## config.mk

```make
export PLATFORM = sky130hd
export DESIGN_NAME = word_fetch_sequencer
export DESIGN_NICKNAME = d
export VERILOG_FILES = /design/src/rtl/wfs_pkg.sv /design/src/rtl/word_fetch_sequencer_counter.sv /design/src/rtl/word_fetch_sequencer.sv
export SDC_FILE = /design/constraint.sdc
export NUM_CORES = 1
export LEC_CHECK = 0
export CORE_UTILIZATION = 42
export CTS_BUF_LIST = sky130_fd_sc_hd__clkbuf_8
export CTS_CLUSTER_DIAMETER = 60
export DETAILED_ROUTE_END_ITERATION = 16
export PLACE_DENSITY = 0.78
export SYNTH_ARGS = -nofsm -noshare
export SYNTH_HDL_FRONTEND = slang
export SYNTH_SLANG_ARGS = --single-unit
```

## constraint.sdc

```tcl
create_clock -name clk -period 1.48 [get_ports clk]
set_input_delay 0.148 -clock clk [delete_from_list [all_inputs] [get_ports clk]]
set_output_delay 0.148 -clock clk [all_outputs]
set_load 0.02 [all_outputs]
```

## src/rtl/wfs_pkg.sv

```systemverilog
// wfs_pkg: shared types for the word fetch sequencer.
// Fixed state encoding and wait-state counter width.
package wfs_pkg;

  typedef enum logic [1:0] {
    IDLE = 2'd0,
    LO   = 2'd1,
    HI   = 2'd2,
    FIN  = 2'd3
  } wfs_state_t;

  localparam int CNT_W = 4;

endpackage

```

## src/rtl/word_fetch_sequencer_counter.sv

```systemverilog
// wait_state_counter: per-byte wait-state down counter.
// Load has priority, decrement saturates at zero.
module wait_state_counter
  import wfs_pkg::*;
(
  input  logic             clk,
  input  logic             reset_n,
  input  logic             load,
  input  logic [CNT_W-1:0] load_val,
  input  logic             dec,
  output logic [CNT_W-1:0] cnt,
  output logic             zero
);

  // load, count down while nonzero, else hold
  always_ff @(posedge clk or negedge reset_n) begin
    if (!reset_n) begin
      cnt <= '0;
    end else if (load) begin
      cnt <= load_val;
    end else if (dec && (cnt != '0)) begin
      cnt <= cnt - 1'b1;
    end
  end

  assign zero = (cnt == '0);

endmodule

```

## src/rtl/word_fetch_sequencer.sv

```systemverilog
// word_fetch_sequencer: two byte reads -> one 16-bit word.
// Optional bus stall input under WFS_BUS_WAIT_EN.
module word_fetch_sequencer
  import wfs_pkg::*;
#(
  parameter int ADDR_W      = 16,
  parameter int WAIT_STATES = 2
) (
  input  logic              clk,
  input  logic              reset_n,
  input  logic              start,
  input  logic              abort,
  input  logic [ADDR_W-1:0] addr,
`ifdef WFS_BUS_WAIT_EN
  input  logic              bus_wait,
`endif
  output logic              busy,
  output logic              done,
  output logic              bus_rd,
  output logic [ADDR_W:0]   byte_addr,
  output logic              en0,
  output logic              en1,
  output logic              ld,
  output logic              clr
);

  localparam logic [CNT_W-1:0] WS = CNT_W'(WAIT_STATES);

  wfs_state_t        state_q;
  wfs_state_t        state_d;
  logic [ADDR_W-1:0] addr_q;
  logic [ADDR_W-1:0] addr_d;
  logic              sel_q;
  logic              sel_d;
  logic              busy_d;
  logic              done_d;
  logic              rd_d;
  logic              en0_d;
  logic              en1_d;
  logic              ld_d;
  logic              clr_d;
  logic              cnt_load;
  logic              cnt_dec;
  logic [CNT_W-1:0]  cnt;
  logic              zero;
  logic              ready;

`ifdef WFS_BUS_WAIT_EN
  assign ready = ~bus_wait;
`else
  assign ready = 1'b1;
`endif

  wait_state_counter u_cnt (
    .clk      (clk),
    .reset_n  (reset_n),
    .load     (cnt_load),
    .load_val (WS),
    .dec      (cnt_dec),
    .cnt      (cnt),
    .zero     (zero)
  );

  // state, latched address and registered outputs
  always_ff @(posedge clk or negedge reset_n) begin
    if (!reset_n) begin
      state_q <= IDLE;
      addr_q  <= '0;
      sel_q   <= 1'b0;
      busy    <= 1'b0;
      done    <= 1'b0;
      bus_rd  <= 1'b0;
      en0     <= 1'b0;
      en1     <= 1'b0;
      ld      <= 1'b0;
      clr     <= 1'b0;
    end else begin
      state_q <= state_d;
      addr_q  <= addr_d;
      sel_q   <= sel_d;
      busy    <= busy_d;
      done    <= done_d;
      bus_rd  <= rd_d;
      en0     <= en0_d;
      en1     <= en1_d;
      ld      <= ld_d;
      clr     <= clr_d;
    end
  end

  // next state; strobes are set one cycle ahead so they register
  always_comb begin
    state_d  = state_q;
    addr_d   = addr_q;
    sel_d    = sel_q;
    cnt_load = 1'b0;
    cnt_dec  = 1'b0;
    busy_d   = 1'b0;
    done_d   = 1'b0;
    rd_d     = 1'b0;
    en0_d    = 1'b0;
    en1_d    = 1'b0;
    ld_d     = 1'b0;
    clr_d    = 1'b0;
    if (abort) begin
      state_d = IDLE;
      clr_d   = 1'b1;
    end else begin
      unique case (state_q)
        IDLE: begin
          if (start) begin
            state_d  = LO;
            addr_d   = addr;
            sel_d    = 1'b0;
            cnt_load = 1'b1;
            busy_d   = 1'b1;
            rd_d     = 1'b1;
            en0_d    = (WS == '0) && ready;
          end
        end
        LO: begin
          busy_d = 1'b1;
          rd_d   = 1'b1;
          if (!zero) begin
            cnt_dec = 1'b1;
            en0_d   = (cnt == CNT_W'(1)) && ready;
          end else if (en0) begin
            state_d  = HI;
            sel_d    = 1'b1;
            cnt_load = 1'b1;
            en1_d    = (WS == '0) && ready;
            ld_d     = (WS == '0) && ready;
          end else begin
            en0_d = ready;
          end
        end
        HI: begin
          busy_d = 1'b1;
          rd_d   = 1'b1;
          if (!zero) begin
            cnt_dec = 1'b1;
            en1_d   = (cnt == CNT_W'(1)) && ready;
            ld_d    = (cnt == CNT_W'(1)) && ready;
          end else if (en1) begin
            state_d = FIN;
            done_d  = 1'b1;
            busy_d  = 1'b0;
            rd_d    = 1'b0;
          end else begin
            en1_d = ready;
            ld_d  = ready;
          end
        end
        FIN: begin
          state_d = IDLE;
        end
        default: begin
          state_d = IDLE;
        end
      endcase
    end
  end

  assign byte_addr = {addr_q, sel_q};

endmodule

```

# Yosys cells after proc, flatten, opt, wreduce, memory -nomap -nowiden
# Index checks and enable logic that the tools add are counted.
# word_totals
elab_cells	70
output_inout_bits	24
reg_bits	28
input_bits	20
# op_classes
mux	37
n_bitwise	1
add_sub_neg	1
reduce_logical	10
eq_ne	12
# ops
cell	count
$mux 1	25
$ne 3x3->1 const B	5
$mux 2	6
$reduce_and 5->1	2
$mux 4	2
$pmux 2 s4	1
$ne 2x2->1 const B	3
$eq 2x2->1 const B	2
$eq 4x1->1 const B	1
$logic_not 4->1	1
$pmux 1 s2	2
$reduce_bool 2->1	2
$reduce_bool 4->1	1
$sub 4x1->4 const B	1
$pmux 1 s3	1
$reduce_and 3->1	1
$eq 2x1->1 const B	1
$logic_not 2->1	1
$reduce_or 2->1	1
$logic_and 1x1->1	1
$not 1->1	1

# Logic depth before layout (Yosys ltp)
# Gate-level depths: netlist of run 1.
# depth
word_depth	7
depth_mapped	5
ltp_nobuf	5

# Cells and area by module
# A second synthesis of run 1 with hierarchy kept.
# hier_totals
cells_unflattened	109
area_unflattened_um2	1391.3
# modules_own_cells
mod	seq_area_each_um2	area_per_inst_um2	cells_each	instances
word_fetch_sequencer	600.6	1121.1	82	1
wait_state_counter	100.1	270.3	27	1

# Worst setup path before layout of run 1
# Ideal clock, no wire load.
# synth_timing
kind	register -> register
startpoint	reg u_cnt.cnt[0]
endpoint	reg u_cnt.cnt[1]
t_required_ns	1.348
synth_period_minus_slack_ns	1.564
slack_ns	-0.084
t_arrival_ns	1.432
setup_time_ns	0.132
path_stages_with_launch	6
path_buffers	0
cell_sequence	dfrtp_1 -> inv_1 -> ha_1 -> nor3b_1 -> nor3_1 -> or3b_1
# synth_between
elab_chain_len	6
elab_cells_between_ends	13
classes_between	add/sub (1); mux (8); reduce/logical (4)
# synth_rtl
item	line	source
from (decl)	word_fetch_sequencer_counter.sv:11	output logic [CNT_W-1:0] cnt,
from (signal assigned)	word_fetch_sequencer_counter.sv:20	cnt <= load_val;
from (signal assigned)	word_fetch_sequencer_counter.sv:22	cnt <= cnt - 1'b1;
$logic_not 4->1	word_fetch_sequencer_counter.sv:26	assign zero = (cnt == '0);
$mux 1	word_fetch_sequencer.sv:124, word_fetch_sequencer.sv:140	
$mux 1	n/a	
$mux 1	word_fetch_sequencer.sv:105	if (abort) begin
$logic_and 1x1->1	word_fetch_sequencer_counter.sv:21	end else if (dec && (cnt != '0)) begin
$reduce_bool 2->1 (no source line)	n/a	
# Parallel ways exist; a longest one is shown, timed or not. The select of a mux whose other input is x is not followed.
# A chain may end at the register's enable or synchronous reset.

# Worst setup path after layout of run 1
# layout_timing
startpoint	reg u_cnt.cnt[1]
endpoint	reg u_cnt.cnt[3]
# Same word-level chain as after synthesis.

==> results by group, run 1 <==
Logic synthesis
  – Synth Area in XOR/XNOR: 0
  – Post-synthesis mux area share: 0.148
  – Netlist cell types: 27
  – Most numerous cell in the Yosys netlist: dfrtp_1
  – Synth Area in Adders: 0.0584
  – Synth Net Count: 127
  – Yosys reg bits: 28
  – Ys async rst share: 1.00
  – Sequential-to-total area share from yosys stat: 0.545
  – Cell count after synthesis: 101
  – Area leader, netlist: dfrtp_1
  – Synth top area share: 0.545
  – Area fraction in compound gates after synthesis: 0.0788
  – Synth Flop Type: dfrtp_1
  – Simple logic cell fraction of the synthesized area: 0.128
  – Synth warn: 0
  – Most instantiated cells after synthesis: 28 x dfrtp_1, 16 x mux2_2, 7 x inv_1, 6 x ha_1, 6 x o21ai_0
  – Largest family of logic cells by synthesized area: multiplexers
  – Synth Area per Inst: 12.7 um2
  – EDFF count, synth: 0
  – Mapped Area: between 0.001 and 0.0015 mm2
  – Top cells by area, synth: dfrtp_1 54%, mux2_2 14%, ha_1 5.8%, nand2b_1 2.4%, o21ai_0 2.3%

Floorplan
  – Die Height: 57.3 um
  – Rows: 19
  – Core area: 0.00283 mm2
  – Initial Util: 0.455
  – Die width: 57.3 um
  – Die ar.: 0.00329 mm2
  – # IOs: 44

Clocking
  – CTS buffer count: 3
  – Bufs on Longest Clock Path: 2
  – Worst-skew pair later-pin latency: about 0.27 ns
  – Register clock-pin slew on the reported worst setup and hold paths: 0.08 ns
  – Clk root buf: clkbuf_8
  – Number of H-tree levels: 1
  – CTS tree: done
  – Clock Sinks: 28

Worst setup path
  – Crit path to: u_cnt.cnt[3]$_DFFE_PN0P_
  – FF-to-FF path depth: 5
  – CP Capture Type: flop
  – Cell Chain, Critical Path: inv_2 -> ha_4 -> nor3b_4 -> or4_1 -> a21oi_2
  – Critical path's top delay family: simple AND/OR/NAND/NOR gates
  – R2R setup slack: -0.04 ns
  – WS Path Type: reg -> reg
  – CP peak stage delay: around 0.51 ns
  – Crit path buffers/inverters: 1
  – Crit path from: u_cnt.cnt[1]$_DFFE_PN0P_
  – Worst Path Required: 1.69 ns
  – Critical path startpoint category: flop
  – Slowest cell on crit path: or4_1
  – CP Depth: 5
  – Reg2reg end: u_cnt.cnt[3]$_DFFE_PN0P_
  – CP max FO: 7
  – Arrival @ worst endpoint: ~1.7 ns
  – RR Startpoint: u_cnt.cnt[1]$_DFFE_PN0P_

STA
  – Slew Viols, Final: 0
  – Slew margin rel.: 0.771
  – Final worst slack: -0.0415 ns
  – Finish-stage setup viols: 2
  – Final Hold Fails: 0
  – Measured slew at the worst slew-check pin: between 0.3 and 0.4 ns
  – Max Fclk: 0.657 GHz
  – RSZ-0062 raised after global routing: yes
  – TNS Setup: -0.0616 ns
  – Min Clock Period, post-route: 1.52 ns
  – Clock Skews: 0.00214 ns
  – Fin crit share: 1.03

Routing
  – Vias per cell: roughly 5.1
  – Vias after detailed routing: 1012
  – Routed len/inst: 14.5 um
  – Starting DRC count in detailed routing: 38
  – Number of routed nets with antenna violations: 0
  – DRC Markers: 7
  – Routed wire length: 2860 um
  – DRT Pass-1 Iters: 12

Layout
  – Multi-input gate area: 624 um2
  – Area grow syn2layout: 59.5%
  – Sequential cell area: ~700 um2
  – Final Core Density: 0.725
  – Ratio of cells with drive above 1 in the final layout: 0.386
  – Non-filler instance count after layout: 197
  – Ant. Diodes: 0
  – Nets: 194
  – Fillers: 201

Global route
  – Total gr overflow: 0
  – Vias in the first global route: roughly 1100
  – Total global-route track usage: 0.183
  – First-pass GRT wire length: roughly 4600 um
  – Initial antenna violation count: 0
  – Pin count of the biggest net entering global routing: 29

Status
  – Status: finished with violations
  – Failing checks: design-rule violations, negative setup slack

Pwr
  – Peak supply drop: 0.00102 V
  – Cell leakage power: 0.918 nW
  – Power Density: 1930 mW/mm2
  – Pwr Total: 3.97 mW

Place
  – Number of port buffers: 43
  – DP HPWL: 2060 um
  – Placer Congestion: approximately 0.83
  – Placed cells: 188

Job
  – Max cap viols: 0

Hold path
  – Hold WC Path Type: in -> async
worst min-delay path by stage:
stage,end,depth (start not counted),startpoint,slack [ns]
final,addr_q[0]$_DFFE_PN0P_,2,reset_n,0.25
after global routing,addr_q[5]$_DFFE_PN0P_,2,reset_n,0.28
after CTS,addr_q[0]$_DFFE_PN0P_,2,reset_n,0.26
after detailed placement,addr_q[3]$_DFFE_PN0P_,1,addr_q[3]$_DFFE_PN0P_,0.49
after global placement,addr_q[9]$_DFFE_PN0P_,1,addr_q[9]$_DFFE_PN0P_,0.49
after floorplan,addr_q[0]$_DFFE_PN0P_,0,reset_n,-0.15
kinds of logic (layout without fill, tap and decap cells):
logic type,after synthesis,in the layout
AOI/OAI and AO/OA,16,16
buffers and inverters,11,76
adders and majority gates,6,6
muxes,17,17
DFF,28,28
and+or+nand+nor,23,23
final cells by class:
class,count,share of cell area
flip-flops and latches,28,0.341
multi-input cells,62,0.304
repair buffers,66,0.302
clock buffers,3,0.0201
well taps,31,0.0189
inverters,7,0.0128
through the flow:
stage	worst slack (ns)	hold WS [ns]	instance area [um2]
after floorplan	0.0130	-0.148	1310
after global placement	-0.110	0.487	1880
after detailed placement	-0.193	0.494	1880
after CTS	-0.00631	0.265	2000
after global routing	-0.0925	0.277	2050
final	-0.0415	0.253	2050
worst reg2reg max path, delay by kind of cell (launching register included):
kind / cells / cell delay [ns]
and+or+nand+nor: 2 / 0.68
DFF: 1 / 0.40
adders and majority gates: 1 / 0.18
AOI/OAI and AO/OA: 1 / 0.13
buffers and inverters: 1 / 0.07
placed cells by master, fill, tap and decap left out, drive strengths merged, types with 2 or more instances in the layout:
master,synthesis,final
buf,4,23
or4,2,2
nand2b,5,5
dfrtp,28,28
nor2,4,4
ha,6,6
inv,7,7
clkbuf,0,3
nor3,2,2
a21oi,4,4
and4bb,2,2
clkdlybuf4s50,0,41
mux2,16,16
o21ai,6,6
dlymetal6s2s,0,2
or3,2,2
per-layer routing:
| layer | part of all wire | GRT usage | wire length, um |
|---|---|---|---|
| met5 | 0 | 0 | 0 |
| met4 | 0.014 | 0.0697 | 40 |
| met3 | 0.078 | 0.0522 | 224 |
| met2 | 0.50 | 0.307 | 1420 |
| met1 | 0.41 | 0.223 | 1170 |
timing repair:
item                                    CTS  global route
gates cloned                              0             0
hold buffers                              0             0
resized for setup                        10            11
pin swaps                                 5             3
endpoints found under the setup margin    5             8
buffers inserted                          4             2
state kept, by name, indices dropped and copies added (netlist names):
name and flops:
en0 1, ld 1, sel_q 1, u_cnt.cnt 4, bus_rd 1, state_q 2
clr 1, addr_q 16, done 1
power breakdown:
group          internal, mW  switching [mW]
clock                 0.182           0.213
combinational          1.29            1.03
sequential             1.07           0.177
total                  2.55            1.42
(Power assumes the default switching activity.)
==> run 2, diff against run 1 <==
- CAP_MARGIN: not set -> 40
- CORE_MARGIN: not set -> 3
- GPL_ROUTABILITY_DRIVEN: not set -> 0
==> results by group, run 2 (same netlist as run 1, synthesis figures left out) <==
Clocking
  – Worst-skew pair later-pin latency: 0.26 ns (was 0.27 ns)
  – CTS tree: done (unchanged)
  – Bufs on Longest Clock Path: 2 (unchanged)
  – CTS buffer count: 3 (unchanged)
  – Number of H-tree levels: 1 (unchanged)
  – Clk root buf: clkbuf_8 (unchanged)
  – Register clock-pin slew on the reported worst setup and hold paths: 0.08 ns (about the same)
  – Clock Sinks: 28 (unchanged)

Worst setup path
  – CP peak stage delay: 0.48 ns (was 0.51 ns)
  – WS Path Type: reg -> reg (unchanged)
  – Worst Path Required: 1.68 ns (was 1.69 ns)
  – Slowest cell on crit path: or4_4 (was or4_1)
  – Arrival @ worst endpoint: 1.70 ns (was 1.73 ns)
  – CP Capture Type: flop (unchanged)
  – CP max FO: 6 (was 7)
  – Critical path's top delay family: simple AND/OR/NAND/NOR gates (unchanged)
  – RR Startpoint: u_cnt.cnt[0]$_DFFE_PN0P_ (was u_cnt.cnt[1]$_DFFE_PN0P_)
  – Cell Chain, Critical Path: inv_2 -> ha_4 -> nor3b_4 -> or4_4 -> a21oi_2 (was inv_2 -> ha_4 -> nor3b_4 -> or4_1 -> a21oi_2)
  – Crit path buffers/inverters: 1 (unchanged)
  – Critical path startpoint category: flop (unchanged)
  – Crit path from: u_cnt.cnt[0]$_DFFE_PN0P_ (was u_cnt.cnt[1]$_DFFE_PN0P_)

Routing
  – Number of routed nets with antenna violations: 0 (unchanged)
  – Starting DRC count in detailed routing: 33 (was 38)
  – Routed wire length: 2850 um (was 2860 um)
  – Vias per cell: 5.22 (was 5.14)
  – Vias after detailed routing: 1007 (was 1012)
  – DRC Markers: 0 (was 7)
  – DRT Pass-1 Iters: 4 (was 12)
  – Routed len/inst: 14.8 um (was 14.5 um)

Layout
  – Nets: 190 (was 194)
  – Top Registers: addr_q: 16 flops, u_cnt.cnt: 4 flops, state_q: 2 flops (unchanged)
  – Area grow syn2layout: 55.7% (was 59.5%)
  – Most frequent cells in the layout: 41 x clkdlybuf4s50_1, 28 x dfrtp_1, 18 x buf_4, 16 x mux2_2 (was 41 x clkdlybuf4s50_1, 28 x dfrtp_1, 22 x buf_4, 16 x mux2_2)
  – Ratio of cells with drive above 1 in the final layout: 0.346 (was 0.386)
  – Largest reg by FF count: addr_q (unchanged)
  – Max FFs per register: 16 (unchanged)
  – Most common cell after layout, fill and taps aside: clkdlybuf4s50_1 (unchanged)
  – Ant. Diodes: 0 (unchanged)

Hold path
  – Hold WC Path Type: in -> async (unchanged)

Pwr
  – Pwr Total: 3.86 mW (was 3.97 mW)
  – Power Density: 1930 mW/mm2 (about the same)
  – Cell leakage power: 0.901 nW (was 0.918 nW)
  – Peak supply drop: 0.00108 V (was 0.00102 V)

Place
  – DP HPWL: 2120 um (was 2060 um)
  – Number of port buffers: 43 (unchanged)

Global route
  – Total global-route track usage: 0.157 (was 0.183)
  – Met3 GRT Util: 0.0294 (was 0.0522)
  – Initial antenna violation count: 0 (unchanged)
  – GR peak layer: met2 (unchanged)
  – Vias in the first global route: 970 (was 1081)
  – Met1 usage: 0.198 (was 0.223)
  – First-pass GRT wire length: 4310 um (was 4600 um)
  – Total gr overflow: 0 (unchanged)
  – Pin count of the biggest net entering global routing: 29 (unchanged)
  – Met2 Use GR: 0.270 (was 0.307)

STA
  – Final worst slack: -0.0155 ns (was -0.0415 ns)
  – RSZ-0062 raised after global routing: yes (unchanged)
  – Slew margin rel.: 0.764 (was 0.771)
  – Slew Viols, Final: 0 (unchanged)
  – Clock Skews: 0.00124 ns (was 0.00214 ns)
  – Measured slew at the worst slew-check pin: 0.354 ns (was 0.343 ns)
  – Min Clock Period, post-route: 1.50 ns (was 1.52 ns)
  – Final Hold Fails: 0 (unchanged)
  – Fin Hold WS: 0.256 ns (was 0.253 ns)
  – Max Fclk: 0.669 GHz (was 0.657 GHz)
  – Finish-stage setup viols: 2 (unchanged)
  – Fin crit share: 1.01 (was 1.03)

Floorplan
  – Die width: 61.3 um (was 57.3 um)
  – Die Height: 61.3 um (was 57.3 um)
  – Core area: 0.00283 mm2 (unchanged)
  – # IOs: 44 (unchanged)
  – Rows: 19 (unchanged)
  – Initial Util: 0.455 (unchanged)
  – Die ar.: 0.00376 mm2 (was 0.00329 mm2)

Status
  – Failing checks: negative setup slack (was design-rule violations, negative setup slack)
  – Status: finished with violations (unchanged)

Job
  – Max cap viols: 0 (unchanged)
[run 2: changes by cell type in the layout (fill, tap and decap cells not counted), sizes merged]
cell  previous run  this run
buf             23        19
[run 2: report_power, final]
group / leakage [nW] / switching (mW) / internal [mW]
combinational: 0.533 / 0.993 / 1.23
clock: 0.0216 / 0.210 / 0.182
sequential: 0.346 / 0.176 / 1.07
[run 2: routing by layer]
metal  part of all wire  vias to the layer above
met3              0.072                        5
met2               0.48                       37
met4              0.012                        0
li1                   -                      483
met1               0.44                      482
met5                  0                        -
[run 2: repair_timing]
| item | CTS | global route |
|---|---|---|
| setup buffers | 3 | 2 |
| resized for setup | 9 | 7 |
| hold buffers | 0 | 0 |
| endpoints found under the setup margin | 5 | 8 |
| pin swaps | 5 | 1 |
[run 2: cell type report]
type,count,area [um2]
clock buffers,3,41.3
fillers,202,826
inverters,7,26.3
multi-input cells,62,606
flip-flops and latches,28,701
well taps,31,38.8
repair buffers,62,591
[run 2: through the flow]
step	instance area (um2)	utilization	TNS, ns	std cells	worst slack [ns]
floorplan	1310	-	0	101	0.0130
global placement	1860	0.658	-0.370	185	-0.0907
detailed placement	1860	0.658	-1.27	185	-0.180
CTS	1970	0.696	-0.00760	191	-0.00760
global route	2000	0.708	-0.350	193	-0.105
finish	2000	0.708	-0.0169	193	-0.0155
[run 2: path summary, 6_finish.rpt]
check / end / slack, ns / cells after the start
setup / recovery: u_cnt.cnt[3]$_DFFE_PN0P_ / -0.02 / 5
hold reg to reg: addr_q[2]$_DFFE_PN0P_ / 0.51 / 1
max in group asynchronous: bus_rd$_DFF_PN0_ / 0.96 / 2
setup reg to reg: u_cnt.cnt[3]$_DFFE_PN0P_ / -0.02 / 5
min in group clk: clr$_DFF_PN0_ / 0.46 / 1
hold / removal: addr_q[15]$_DFFE_PN0P_ / 0.26 / 2
[run 2: worst reg2reg max path: stages (launching register included)]
cell and delay (ns):
dfrtp_1 0.43, inv_2 0.07, ha_4 0.17, nor3b_4 0.16
or4_4 0.49, a21oi_2 0.12
==> run 3, diff against run 2 <==
- MAX_ROUTING_LAYER: not set -> met4
==> results of run 3 <==
The final DEF is identical to that of run 2; final timing and power are the same.
Main changes from that run: overall routing resource usage 0.157 -> 0.162
